--- config.mk ---
export PLATFORM = sky130hd
export DESIGN_NAME = ysyx_2022040010_hazard_ctrl
export DESIGN_NICKNAME = d
export VERILOG_FILES = /design/src/rtl/ysyx_2022040010_hazard_ctrl.sv
export SDC_FILE = /design/constraint.sdc
export NUM_CORES = 1
export LEC_CHECK = 0
export ABC_AREA = 1
export CAP_MARGIN = 40
export CORE_MARGIN = 2
export CORE_UTILIZATION = 36
export CTS_BUF_LIST = sky130_fd_sc_hd__clkbuf_2 sky130_fd_sc_hd__clkbuf_4 sky130_fd_sc_hd__clkbuf_8
export CTS_CLUSTER_SIZE = 25
export DETAILED_ROUTE_END_ITERATION = 16
export PLACE_DENSITY = 0.74
export SETUP_SLACK_MARGIN = 0.02
export SLEW_MARGIN = 5
export SYNTH_ARGS = -nofsm -noshare
export SYNTH_HDL_FRONTEND = slang
export SYNTH_SLANG_ARGS = --single-unit
--- constraint.sdc ---
create_clock -name clk -period 2.1 [get_ports clk]
set_input_delay 0.21 -clock clk [delete_from_list [all_inputs] [get_ports clk]]
set_output_delay 0.21 -clock clk [all_outputs]
set_load 0.1 [all_outputs]
--- src/rtl/ysyx_2022040010_hazard_ctrl.sv ---
// Pipeline hazard controller: prioritised stall masks, redirect flush/defer, stall watchdog.
// Optional HAZARD_PERF_EN builds the stall/redirect performance counters.
module ysyx_2022040010_hazard_ctrl #(
    parameter int STAGES    = 5,
    parameter int PC_W      = 32,
    parameter int STALL_TMO = 1023
) (
    input  logic              clk,
    input  logic              rst_n,
    input  logic              stallreq_for_load,
    input  logic              stallreq_for_ex,
    input  logic              stallreq_for_mem,
    input  logic              redirect_valid,
    input  logic [PC_W-1:0]   redirect_pc,
    output logic [STAGES-1:0] stall,
    output logic [STAGES-1:0] flush,
    output logic              pc_redirect,
    output logic [PC_W-1:0]   new_pc,
    output logic              stall_timeout,
    output logic [31:0]       perf_stall_cnt,
    output logic [31:0]       perf_flush_cnt
);
    // state | meaning
    // IDLE  | no redirect waiting for fetch
    // PEND  | redirect captured in pend_pc, issued on first unstalled cycle
    typedef enum logic {IDLE = 1'b0, PEND = 1'b1} state_t;

    localparam int            TW      = $clog2(STALL_TMO + 1);
    localparam logic [TW-1:0] TMO_MAX = TW'(STALL_TMO);

    state_t          state, state_nxt;
    logic [PC_W-1:0] pend_pc, pend_pc_nxt;
    logic            pend_vld;
    logic            load_eff;
    logic            stall_if;
    int              stall_len;
    logic [TW-1:0]   tmo_cnt, tmo_nxt;

    assign pend_vld = (state == PEND);
    // the ID instruction behind a load-use hazard is being flushed, so its request is moot
    assign load_eff = stallreq_for_load & ~redirect_valid & ~pend_vld;
    assign stall_if = stallreq_for_mem | stallreq_for_ex | load_eff;

    always_comb begin
        stall_len = 0;
        if (stallreq_for_mem)     stall_len = 4;
        else if (stallreq_for_ex) stall_len = 3;
        else if (load_eff)        stall_len = 2;
    end

    always_ff @(posedge clk or negedge rst_n) begin
        if (!rst_n) begin
            state   <= IDLE;
            pend_pc <= '0;
        end else begin
            state   <= state_nxt;
            pend_pc <= pend_pc_nxt;
        end
    end

    always_comb begin
        state_nxt   = state;
        pend_pc_nxt = pend_pc;
        if (redirect_valid && stall_if) begin
            state_nxt   = PEND;
            pend_pc_nxt = redirect_pc;
        end else if (!stall_if) begin
            state_nxt = IDLE;
        end
    end

    always_comb begin
        stall       = '0;
        flush       = '0;
        pc_redirect = 1'b0;
        new_pc      = '0;
        if (rst_n) begin
            for (int i = 0; i < STAGES; i++) begin
                stall[i] = (i < stall_len);
                flush[i] = (stall_len != 0) && (i == stall_len);
            end
            if (redirect_valid) begin
                flush[0] = 1'b1;
                flush[1] = 1'b1;
            end
            if (redirect_valid && !stall_if) begin
                pc_redirect = 1'b1;
                new_pc      = redirect_pc;
            end else if (pend_vld && !stall_if) begin
                pc_redirect = 1'b1;
                new_pc      = pend_pc;
                flush[0]    = 1'b1;
                flush[1]    = 1'b1;
            end
        end
    end

    always_comb begin
        if (!stall_if)              tmo_nxt = '0;
        else if (tmo_cnt == TMO_MAX) tmo_nxt = tmo_cnt;
        else                        tmo_nxt = tmo_cnt + TW'(1);
    end

    always_ff @(posedge clk or negedge rst_n) begin
        if (!rst_n) begin
            tmo_cnt       <= '0;
            stall_timeout <= 1'b0;
        end else begin
            tmo_cnt <= tmo_nxt;
            if (tmo_nxt == TMO_MAX) stall_timeout <= 1'b1;
        end
    end

`ifdef HAZARD_PERF_EN
    always_ff @(posedge clk or negedge rst_n) begin
        if (!rst_n) begin
            perf_stall_cnt <= '0;
            perf_flush_cnt <= '0;
        end else begin
            if (stall_if)    perf_stall_cnt <= perf_stall_cnt + 32'd1;
            if (pc_redirect) perf_flush_cnt <= perf_flush_cnt + 32'd1;
        end
    end
`else
    assign perf_stall_cnt = '0;
    assign perf_flush_cnt = '0;
`endif

endmodule

==> impl_results.rst <==
.. list-table::
   :header-rows: 1

   * - Metric
     - Value
   * - Critical path start-end classification
     - reg -> out
   * - Status
     - completed
   * - Share of synthesized registers carrying an async set or reset
     - 100%
   * - Number of buffers inserted by post-CTS setup repair
     - 0
   * - Clock Tree Root
     - clkbuf_8
   * - Fill cell instance count of the final layout
     - 772
   * - Count of buffers inserted at the top-level ports
     - 80
   * - Global router's overall resource usage
     - 15.9%
   * - Clock tree from TritonCTS
     - done
   * - Die Y
     - 101 um
   * - Worst path required time
     - 1.89 ns
   * - Wire length after detailed routing
     - 8070 um
   * - 1st-pass router iterations
     - 4
   * - Hold bufs inserted after CTS
     - 0
   * - Die X
     - 101 um
   * - Per-cell routed wire length
     - 14.5 um
   * - Number of DRC violations after detailed routing
     - 0
   * - Level count of the clock H-tree
     - 2
   * - Sw Pwr
     - 1.45 mW
   * - VDD IR-drop max
     - 0.000288 V
   * - Clk slew on worst S/H paths
     - 0.10 ns
   * - Relative area change from synthesis to final layout
     - 42.3%
   * - Top_reg_cell synth
     - dfrtp_1
   * - Gpl congestion
     - 0.879
   * - Most common cell in the synthesized netlist
     - buf_4
   * - Count of flip-flops with a built-in enable after synthesis
     - 0
   * - I/O pin cnt
     - 146
   * - Number of library cell types mapped by synthesis
     - 34
   * - Total leakage power
     - 1.90 nW
   * - Max_cap viols
     - 0
   * - Biggest area contributors in the synthesized netlist
     - dfrtp_1 (32%), buf_4 (15%), mux2_2 (10%)
   * - Fmax
     - 0.502 GHz
   * - Nature of the critical path endpoint
     - output port
   * - Share of power burned in combinational logic
     - 45.6%
   * - Total number of nets in the final design
     - 484
   * - Critical-path maximum fanout
     - 38
   * - Share of cells above drive strength 1
     - 37.9%
   * - Power Density
     - 648 nW/um^2
   * - Proportion of synthesized chip area in sequential cells
     - 32.4%
   * - Hold Vio Cnt, Final
     - 0
   * - Tot Pwr
     - 3.14 mW
   * - Number of clock sinks
     - 44
   * - Via count of the first global-routing pass
     - 2786
   * - Pin count of the biggest net entering global routing
     - 47
   * - Post-layout min period
     - 1.99 ns
   * - Internal power component
     - 1.69 mW
   * - Least-Margin Pin Slew
     - 0.609 ns
   * - Die footprint
     - 10200 sq um
   * - FP Rows
     - 35
   * - Arrival time at the worst endpoint
     - 1.78 ns
   * - RSZ-0062 raised after global routing
     - no
   * - Sequential power share
     - 33.1%
   * - Library cell with the largest summed area after synthesis
     - dfrtp_1
   * - Initial core utilization
     - 37.0%
   * - Number of synthesized register bits
     - 44
   * - Cells after synthesis
     - 373
   * - Switching share of power
     - 46.3%
   * - Remaining global-route overflow
     - 0
   * - Number of buffers added by the clock tree synthesis step
     - 5
   * - Yosys top cell area share
     - 32.4%
   * - Fraction of power consumed by the clock network
     - 21.3%
   * - Element type at the critical path start
     - register
   * - Share of the cycle needed by the critical path after routing
     - 95.0%
   * - Cell area after synthesis
     - 3400 sq um
   * - Total setup violations reported at the end of the flow
     - 0
   * - Area of the core region
     - 9200 sq um
   * - Remaining antenna violation count after routing
     - 0
   * - Initial antenna violation count
     - 0
   * - Dpl hpwl
     - 5840 um
   * - First-pass GRT wire length
     - 13400 um
   * - Min-Delay Path Class
     - in -> async
   * - Post-Route Setup TNS
     - 0 ns
   * - Worst-Skew Late Latency
     - 0.30 ns
   * - Headroom to the max-slew limit
     - 59.4%
   * - Bufs on Longest Clock Path
     - 2
   * - Final number of max-transition violations
     - 0
   * - Average vias per placed instance
     - 4.94
   * - Initial drt markers
     - 115
   * - Count of warnings emitted by yosys
     - 0
   * - Setup Skew
     - 0.00934 ns
   * - Number of diodes
     - 0
   * - Total via count after detailed routing
     - 2749
   * - Syn avg cell area
     - 9.11 sq um
   * - Leading post-synthesis cells by instance count
     - buf_4 (67), dfrtp_1 (44), nand4_1 (34), mux2_2 (31), nand2_1 (31)
==> layout by cell type, fill, tap and decap left out, types with 2 or more instances in the layout <==
master and instances:
nand3_2 21, inv_1 18, mux2_2 31, nor3_2 2, nor2_1 13, buf_2 2, o21ai_0 2, clkinv_2 2
a21oi_4 32, conb_1 65, nor2_2 6, dfrtp_1 44, nand2_1 31, nand4_1 34, nand3b_1 2, nand3_1 22
buf_12 45, clkbuf_8 5, clkdlybuf4s50_1 35, nand2_4 3, a21oi_1 4, buf_4 10, nand2_2 2
==> power by group through the flow <==
stage | registers (mW) | clock network, mW | logic (mW)
finish | 1.04 | 0.668 | 1.43
floorplan | 1.03 | 0 | 1.23
global placement | 1.05 | 0 | 1.41
global route | 1.05 | 0.714 | 1.50
CTS | 1.04 | 0.686 | 1.43
detailed placement | 1.05 | 0 | 1.43
==> metrics by stage <==
step                utilization (%)  instance area, sq um  cells  worst slack [ns]  hold slack, ns
floorplan                         -                  3940    437            -0.418         -0.0856
global placement               51.3                  4720    549            0.0878           0.379
detailed placement             51.3                  4720    549            0.0485           0.388
CTS                            52.5                  4830    557            0.0248          0.0508
global route                   52.6                  4840    557            0.0314          0.0892
finish                         52.6                  4840    557             0.106          0.0410
==> final timing paths <==
check | depth (start not counted) | start | endpoint | slack (ns)
setup / recovery | 7 | pend_vld$_DFFE_PN0P_ | new_pc[28] | 0.11
hold / removal | 2 | rst_n | pend_pc[12]$_DFFE_PN0P_ | 0.04
setup reg to reg | 9 | tmo_cnt[0]$_DFF_PN0_ | stall_timeout$_DFFE_PN0N_ | 0.40
hold reg to reg | 2 | stall_timeout$_DFFE_PN0N_ | stall_timeout$_DFFE_PN0N_ | 0.48
max in group asynchronous | 2 | rst_n | tmo_cnt[2]$_DFF_PN0_ | 1.65
min in group clk | 3 | redirect_valid | pend_vld$_DFFE_PN0P_ | 0.28
==> layout make-up <==
cell class / count / area, sq um / share of cell area [%]
multi-input cells: 279 / 2050 / 42.3
repair buffers: 93 / 1350 / 27.9
flip-flops and latches: 44 / 1100 / 22.8
well taps: 111 / 139 / 2.87
inverters: 22 / 91.3 / 1.89
clock buffers: 5 / 68.8 / 1.42
clock inverters: 3 / 42.5 / 0.879
==> sequential cells by signal, summed over array words and instances (netlist names) <==
| signal | cells |
|---|---|
| pend_vld | 1 |
| pend_pc | 32 |
| stall_timeout | 1 |
| tmo_cnt | 10 |
==> what timing repair did <==
action | 4_1_cts | 5_1_grt
setup endpoints to repair | 0 | 15
gates resized for setup | 0 | 2
endpoints found under the hold margin | 0 | 0
==> critical path, cell delays in order (launching register included) <==
cell     delay [ns]
dfrtp_1        0.47
nor2_8         0.06
nand2_4        0.07
nand2_4        0.07
inv_8          0.22
nand3_1        0.18
a21oi_4        0.20
buf_12         0.19
==> cell families (layout without fill, tap and decap cells) <==
| kind of cell | Yosys count | after routing | share of synthesized area (%) |
|---|---|---|---|
| AND/OR/NAND/NOR | 140 | 140 | 24.9 |
| buffers and inverters | 114 | 123 | 23.3 |
| other | 1 | 65 | 0.110 |
| multiplexers | 32 | 32 | 10.6 |
| flip-flops | 44 | 44 | 32.4 |
| AO/OA/AOI/OAI | 41 | 41 | 8.36 |
| adder cells (fa/ha/maj) | 1 | 1 | 0.368 |
==> layer usage <==
| layer | share of wire (%) | vias up | track usage, % |
|---|---|---|---|
| met5 | 0 | - | 0 |
| met4 | 0.087 | 0 | 2.29 |
| met3 | 7.9 | 2 | 4.07 |
| met2 | 50 | 128 | 27.2 |
| met1 | 42 | 1337 | 20.7 |
| li1 | - | 1282 | - |
(Power assumes the default switching activity.)
